<file path="config.mk">
export PLATFORM = sky130hd
export DESIGN_NAME = plot_arbiter
export DESIGN_NICKNAME = d
export VERILOG_FILES = /design/src/rtl/plot_arbiter.sv
export SDC_FILE = /design/constraint.sdc
export NUM_CORES = 1
export LEC_CHECK = 0
export ABC_AREA = 1
export CORE_ASPECT_RATIO = 0.7
export CORE_MARGIN = 8
export CORE_UTILIZATION = 36
export CTS_CLUSTER_DIAMETER = 50
export DETAILED_ROUTE_END_ITERATION = 8
export PLACE_DENSITY = 0.76
export SETUP_SLACK_MARGIN = 0.5
export SYNTH_ARGS = -nofsm -noshare
export SYNTH_HDL_FRONTEND = slang
export SYNTH_SLANG_ARGS = --single-unit
</file>
<file path="constraint.sdc">
create_clock -name clock -period 1.8 [get_ports clock]
set_clock_uncertainty 0.2 [all_clocks]
set_input_delay 0.36 -clock clock [delete_from_list [all_inputs] [get_ports clock]]
set_output_delay 0.36 -clock clock [all_outputs]
set_load 0.03 [all_outputs]
</file>
<file path="src/rtl/plot_arbiter.sv">
// Pixel-plot arbiter: grants one requester at a time onto a single VGA adapter write port.
// Define PLOT_ARBITER_ROUND_ROBIN_EN for round-robin arbitration; otherwise lowest index wins.
module plot_arbiter #(
  parameter int NUM_REQ = 3,
  parameter int X_MAX   = 320,
  parameter int Y_MAX   = 240
) (
  input  logic                 clock,
  input  logic                 resetn,
  input  logic [NUM_REQ-1:0]   req,
  input  logic [NUM_REQ-1:0]   valid,
  input  logic [9*NUM_REQ-1:0] req_x,
  input  logic [8*NUM_REQ-1:0] req_y,
  input  logic [3*NUM_REQ-1:0] req_color,
  output logic [NUM_REQ-1:0]   grant,
  output logic                 busy,
  output logic                 plot,
  output logic [8:0]           X,
  output logic [7:0]           Y,
  output logic [2:0]           color
);

  localparam int IDX_W = (NUM_REQ > 1) ? $clog2(NUM_REQ) : 1;
  localparam logic [9:0] X_LIM = 10'(X_MAX);
  localparam logic [8:0] Y_LIM = 9'(Y_MAX);

  typedef enum logic [1:0] {
    IDLE = 2'd0,
    OWN  = 2'd1,
    GAP  = 2'd2
  } state_t;

  state_t               state_q, state_d;
  logic [NUM_REQ-1:0]   grant_q, grant_d;
  logic [IDX_W-1:0]     owner_q, owner_d;
  logic                 plot_q, plot_d;
  logic [8:0]           x_q, x_d;
  logic [7:0]           y_q, y_d;
  logic [2:0]           color_q, color_d;

  logic [IDX_W-1:0]     winner;
  logic [NUM_REQ-1:0]   win_onehot;
  logic [8:0]           pix_x;
  logic [7:0]           pix_y;
  logic [2:0]           pix_color;
  logic                 own_req;
  logic                 own_valid;
  logic                 in_range;

`ifdef PLOT_ARBITER_ROUND_ROBIN_EN
  logic [IDX_W-1:0]     rr_ptr_q, rr_ptr_d;
  int                   best_dist;
  int                   dist;

  // Distance from the slot after the last owner decides the winner, so the search wraps.
  always_comb begin
    winner    = '0;
    best_dist = NUM_REQ;
    dist      = 0;
    for (int i = 0; i < NUM_REQ; i++) begin
      dist = (i + NUM_REQ - int'(rr_ptr_q) - 1) % NUM_REQ;
      if (req[i] && (dist < best_dist)) begin
        best_dist = dist;
        winner    = IDX_W'(i);
      end
    end
  end
`else
  always_comb begin
    winner = '0;
    for (int i = NUM_REQ - 1; i >= 0; i--) begin
      if (req[i]) begin
        winner = IDX_W'(i);
      end
    end
  end
`endif

  always_comb begin
    win_onehot = '0;
    for (int i = 0; i < NUM_REQ; i++) begin
      win_onehot[i] = (winner == IDX_W'(i));
    end
  end

  // Only the current owner's slice and strobes are ever looked at.
  always_comb begin
    pix_x     = '0;
    pix_y     = '0;
    pix_color = '0;
    own_req   = 1'b0;
    own_valid = 1'b0;
    for (int i = 0; i < NUM_REQ; i++) begin
      if (owner_q == IDX_W'(i)) begin
        pix_x     = req_x[i*9 +: 9];
        pix_y     = req_y[i*8 +: 8];
        pix_color = req_color[i*3 +: 3];
        own_req   = req[i];
        own_valid = valid[i];
      end
    end
  end

  assign in_range = ({1'b0, pix_x} < X_LIM) && ({1'b0, pix_y} < Y_LIM);

  always_comb begin
    state_d = state_q;
    grant_d = grant_q;
    owner_d = owner_q;
    plot_d  = 1'b0;
    x_d     = x_q;
    y_d     = y_q;
    color_d = color_q;
`ifdef PLOT_ARBITER_ROUND_ROBIN_EN
    rr_ptr_d = rr_ptr_q;
`endif
    case (state_q)
      IDLE: begin
        if (|req) begin
          state_d = OWN;
          owner_d = winner;
          grant_d = win_onehot;
`ifdef PLOT_ARBITER_ROUND_ROBIN_EN
          rr_ptr_d = winner;
`endif
        end
      end
      OWN: begin
        if (own_req) begin
          if (own_valid && in_range) begin
            plot_d  = 1'b1;
            x_d     = pix_x;
            y_d     = pix_y;
            color_d = pix_color;
          end
        end else begin
          state_d = GAP;
          grant_d = '0;
        end
      end
      GAP: begin
        state_d = IDLE;
      end
      default: begin
        state_d = IDLE;
        grant_d = '0;
      end
    endcase
  end

  // Reset wins over everything, including a pixel being accepted in the same cycle.
  always_ff @(posedge clock) begin
    if (!resetn) begin
      state_q <= IDLE;
      grant_q <= '0;
      owner_q <= '0;
      plot_q  <= 1'b0;
      x_q     <= '0;
      y_q     <= '0;
      color_q <= '0;
`ifdef PLOT_ARBITER_ROUND_ROBIN_EN
      rr_ptr_q <= IDX_W'(NUM_REQ - 1);
`endif
    end else begin
      state_q <= state_d;
      grant_q <= grant_d;
      owner_q <= owner_d;
      plot_q  <= plot_d;
      x_q     <= x_d;
      y_q     <= y_d;
      color_q <= color_d;
`ifdef PLOT_ARBITER_ROUND_ROBIN_EN
      rr_ptr_q <= rr_ptr_d;
`endif
    end
  end

  assign grant = grant_q;
  assign busy  = |grant_q;
  assign plot  = plot_q;
  assign X     = x_q;
  assign Y     = y_q;
  assign color = color_q;

endmodule

</file>
# ---- Word-level counts from Yosys, hierarchy flattened
# Index checks and enable logic that the tools add are counted.
dict set report word_totals {
  register_bits 28
  output_inout_bits 25
  elab_cells 55
  inputBits 68
}
dict set report op_classes {
  eq_ne 8
  reduce_logical 12
  n_bitwise 1
  n_lt_le_gt_ge 2
  muxes 25
}
# operator n
set op_table {}
lappend op_table {{$mux W9} 3}
lappend op_table {{$mux W8} 3}
lappend op_table {{$mux W3} 5}
lappend op_table {{$mux W2} 5}
lappend op_table {{$lt A9 B9 Y1 const B} 1}
lappend op_table {{$pmux W3 S3} 1}
lappend op_table {{$reduce_and A3 Y1} 3}
lappend op_table {{$lt A8 B8 Y1 const B} 1}
lappend op_table {{$mux W1} 7}
lappend op_table {{$eq A2 B1 Y1 const B} 3}
lappend op_table {{$eq A2 B2 Y1 const B} 3}
lappend op_table {{$logic_not A2 Y1} 3}
lappend op_table {{$reduce_or A3 Y1} 2}
lappend op_table {{$ne A2 B2 Y1 const B} 2}
lappend op_table {{$pmux W2 S2} 1}
lappend op_table {{$reduce_and A2 Y1} 2}
lappend op_table {{$logic_and A1 B1 Y1} 2}
lappend op_table {{$not A1 Y1} 1}

# ---- Depth between registers and ports, before layout
dict set report depth {
  ltp_word 8
  depth_mapped 13
}

# ---- Worst setup path before layout
# No wires, ideal clock.
dict set report synth_timing {
  kind {register -> register}
  start {register owner_q[1]}
  end {register y_q[0], in the netlist Y[0]}
  path_slack_ns 0.062
  n_path_buf 3
  arrival_time_ns 1.428
  required_ns 1.490
  path_stages_with_launch 12
  cell_sequence {dfxtp_1 > buf_6 > inv_2 > buf_6 > nand2_1 > nand2_1 > nand3_2 > nor2_4 > buf_2 > nand4_1 > nand2_1 > nor2_1}
}
dict set report synth_between {
  elab_chain_cells 8
}
# item line_no
set synth_lines {}
lappend synth_lines {{from (decl)} 35} ;# logic [IDX_W-1:0] owner_q, owner_d;
lappend synth_lines {{from (signal assigned)} 167} ;# owner_q <= owner_d;
lappend synth_lines {{$logic_not A2 Y1} 94} ;# if (owner_q == IDX_W'(i)) begin
lappend synth_lines {{$mux W9 or $mux W8 (tied branches) (3 in a row)} 94}
lappend synth_lines {{$lt A9 B9 Y1 or $lt A8 B8 Y1 (tied branches)} 104} ;# assign in_range = ({1'b0, pix_x} < X_LIM) && ({1'b0, pix_y} < Y_LIM);
lappend synth_lines {{$logic_and A1 B1 Y1} 104}
lappend synth_lines {{$logic_and A1 B1 Y1} 130} ;# if (own_valid && in_range) begin
lappend synth_lines {{$reduce_and A3 Y1 (no source line)} --}
lappend synth_lines {{to (signal assigned)} 170} ;# y_q <= y_d;
lappend synth_lines {{to (decl)} 38} ;# logic [7:0] y_q, y_d;
# Several ways; a longest one is shown, not always the timed one.
# A chain may end at the register's enable or synchronous reset.

# ---- Worst setup path after layout
dict set report layout_timing {
  start {input port req_y[20]}
  end {register x_q[5], in the netlist X[5]}
}
dict set report layout_between {
  elab_chain_cells 5
}
# item line_no
set layout_lines {}
lappend layout_lines {{from (decl)} 13} ;# input logic [8*NUM_REQ-1:0] req_y,
lappend layout_lines {{$mux W8} 94}
lappend layout_lines {{$lt A8 B8 Y1} 104}
lappend layout_lines {{$logic_and A1 B1 Y1} 104}
lappend layout_lines {{$logic_and A1 B1 Y1} 130}
lappend layout_lines {{$reduce_and A3 Y1 (no source line)} --}
lappend layout_lines {{to (signal assigned)} 158} ;# x_q <= '0;
lappend layout_lines {{to (signal assigned)} 169} ;# x_q <= x_d;
lappend layout_lines {{to (decl)} 37} ;# logic [8:0] x_q, x_d;
# Every way passes these cells.

==> summary.md <==
| Metric | Value |
|---|---|
| Layout overhead on the synthesized area | 102% |
| Global placement routability congestion | roughly 0.85 |
| Total power density per cell area | 672 mW/mm^2 |
| Classification of the worst-slack hold path | flip-flop to flip-flop |
| Cell area after placement | 0.00302 sq mm |
| Number of vias in the routed layout | 2573 |
| Global route overflow | 0 |
| Reg-to-Reg End | X[5]$_SDFFE_PN0P_ |
| Post-synthesis sequential area ratio | 30.2% |
| Footprint of the multi-input gates | 0.00124 sq mm |
| Die Wd | 102 um |
| Full die area | 0.00774 sq mm |
| Slew at the pin closest to its max-slew limit | 0.363 ns |
| Hold path start | X[8]$_SDFFE_PN0P_ |
| Total chip power | 2520 uW |
| Post-Layout Inst Area | 0.00374 sq mm |
| Final Hold Vio Count | 0 |
| Signal arrival time at the worst endpoint | 1.89 ns |
| Average cell area after synthesis | 5.85 sq um |
| Worst setup path class | input port to flip-flop |
| Setup repair after global routing missed its margin | yes |
| Flop2flop setup slack | -0.06 ns |
| Worst Path Required | approximately 1.8 ns |
| Post-Place Cells | around 500 |
| Critical Path Source Type | input port |
| Final hold slack | 0.272 ns |
| Combined area of all synthesized cells | 0.00186 sq mm |
| Post-synthesis register bit count | 28 |
| # port buffers | roughly 90 |
| Initial standard-cell utilization of the core | a little over a third |
| Setup violations, final | 7 |
| Worst hold path depth | 2 |
| Count of distinct cell types in the synthesized netlist | 25 |
| Standard-cell rows | 22 |
| Violated checks | setup timing |
| Vias in the first global route | 2523 |
| Outcome | finished with violations |
| Maximum number of pins on one net before global-route repair | 19 |
| Clock latency on the worst-skew pair | 0.27 ns |
| Count of fill cells added during filler insertion | 391 |
| Max Cap Viol | 0 |
| Number of antenna violations at the first check in global routing | 1 |
| Post-detail-place hpwl | 5060 um |
| Count of synthesis-stage warnings from yosys | 0 |
| Wire length per cell | 15.7 um |
| Clock transition at path regs | 0.11 ns |
| Worst vdd rail ir drop | 0.347 mV |
| Highest net fanout along the worst path | 8 |
| Detailed-routing iteration count for the pre-antenna-repair pass | 5 |
| Post-route setup slack | -0.0827 ns |
| Ratio of cells with drive above 1 in the final layout | 40.0% |
| Crit. End Element | flip-flop |
| Time the worst path needs with I/O delays and setup | 1.88 ns |
| Slew Limit Fails | 0 |
| Post-route core utilization | 73.5% |
| Global-route usage over all layers | about a fifth |
| Post-detailed-routing wire length | 8350 um |
| Antenna viol nets, final | 0 |
| Die extent in y | approximately 76 um |
| Reg-to-reg critical path startpoint | owner_q[1]$_SDFFE_PN0P_ |
| Worst max-slew margin expressed relative to the limit | between 70% and 80% |
| Total number of clock tree sinks | 28 |
| Leakage power figure | 0.00178 uW |
| I/O pin cnt | 93 |
| Area of all sequential standard cells | 601 sq um |
| Fmax | 531 MHz |
| CTS tree | done |
| H-tree depth | 1 |
| CTS Buffer Depth | 2 |
| Via-to-Cell Ratio | 4.85 |
| CTS Root Cell | clkbuf_8 |
| Cell count after synthesis | between 300 and 400 |
| Number of buffers added by the clock tree synthesis step | 3 |
| DRC violation total after the first TritonRoute iteration | 184 |
| Depth of the worst register-to-register path | 12 |
| Non-filler cells in the finished layout | 531 |
| Share of the clock period used by the worst path after layout | 105% |
| Most common cell after layout, fill and taps aside | nand2_1 |
| Core Footprint | 0.00509 sq mm |
| Global-route wire length before repair | between 10000 and 15000 um |
| Count of unresolved DRC violations after routing | 0 |
| Commonest cells after routing, fill and taps aside | 77 x nand2_1, 64 x clkdlybuf4s50_1, 46 x inv_1, 38 x buf_6, 37 x buf_4 |
| Worst Hold Path EP | X[8]$_SDFFE_PN0P_ |
| Final #Nets | 527 |
| Post-synth net total | 385 |
## metrics by stage
stage | setup TNS (ns) | setup slack [ns]
after detailed placement | -6.00 | -0.297
after floorplan | 0 | 0.104
after global placement | -5.33 | -0.258
after CTS | 0 | 0.0811
after global routing | -1.59 | -0.131
final | -0.192 | -0.0827
## per-layer routing
metal  part of all wire (%)  wire, um  vias to the layer above  GRT usage (%)
li1                       -         -                     1263              -
met1                     43      3570                     1172           23.5
met2                     46      3850                      121           30.6
met3                    9.2       764                       17           5.93
met4                    1.9       161                        0           4.96
met5                      0         0                        -              0
## how the worst max path moves through the flow
stage	startpoint	to	slack [ns]
global route	owner_q[0]$_SDFFE_PN0P_	X[5]$_SDFFE_PN0P_	-0.13
detailed placement	req[1]	X[2]$_SDFFE_PN0P_	-0.30
CTS	grant[1]$_SDFFE_PN0P_	busy	0.08
global placement	req[1]	Y[6]$_SDFFE_PN0P_	-0.26
floorplan	owner_q[1]$_SDFFE_PN0P_	X[6]$_SDFFE_PN0P_	0.10
finish	req_y[20]	X[5]$_SDFFE_PN0P_	-0.08
## cell families after synthesis
family          Yosys count  share of synthesized area, %
simple gates            190                          46.3
compound gates           23                          6.20
flops                    28                          30.2
buf+inv                  76                          17.3
## where the power goes
group          leakage [uW]  internal, uW  switching (uW)
clock network     0.0000288           196             210
registers          0.000241           688            53.8
logic               0.00151           669             700
## critical path, cell delays in order
cell             delay (ns)
clkdlybuf4s50_1        0.48
inv_1                  0.06
nand3_1                0.11
nand3_2                0.13
nor2_4                 0.18
nand2_8                0.10
buf_6                  0.15
nand4_1                0.10
nand2_1                0.08
nor2_1                 0.14
## synthesized netlist by cell type, drive strengths merged
library cell	instances	share of area [%]
a21oi	21	5.7
buf	12	4.4
nor3	1	0.27
nand3b	2	0.81
nor4	1	0.34
nand4	18	6.1
nand2	103	22
inv	60	12
nand3	27	8.2
or3	1	0.34
clkbuf	3	0.61
o21ai	2	0.54
nor2	37	8.4
clkinv	1	0.20
dfxtp	28	30
## sequential cells by signal, indices dropped and copies added (netlist names)
name and cells:
X 9, plot 1, state_q 2, color 3, grant 3, Y 8, owner_q 2
## repair_timing
action                     CTS  global route
resized for setup          247            35
setup endpoints to repair   53            53
pin swaps                   11            40
cloned                       5             2
hold buffers                 0             0
buffers inserted             9            15
## cell type report
type / count / share of cell area (%)
multi-input cells: 216 / 33.2
repair buffers: 149 / 40.5
diodes: 1 / 0.0668
inverters: 61 / 6.32
well taps: 72 / 2.41
clock buffers: 4 / 1.47
flip-flops and latches: 28 / 16.0
No activity file was read; power rests on OpenSTA's default activity.
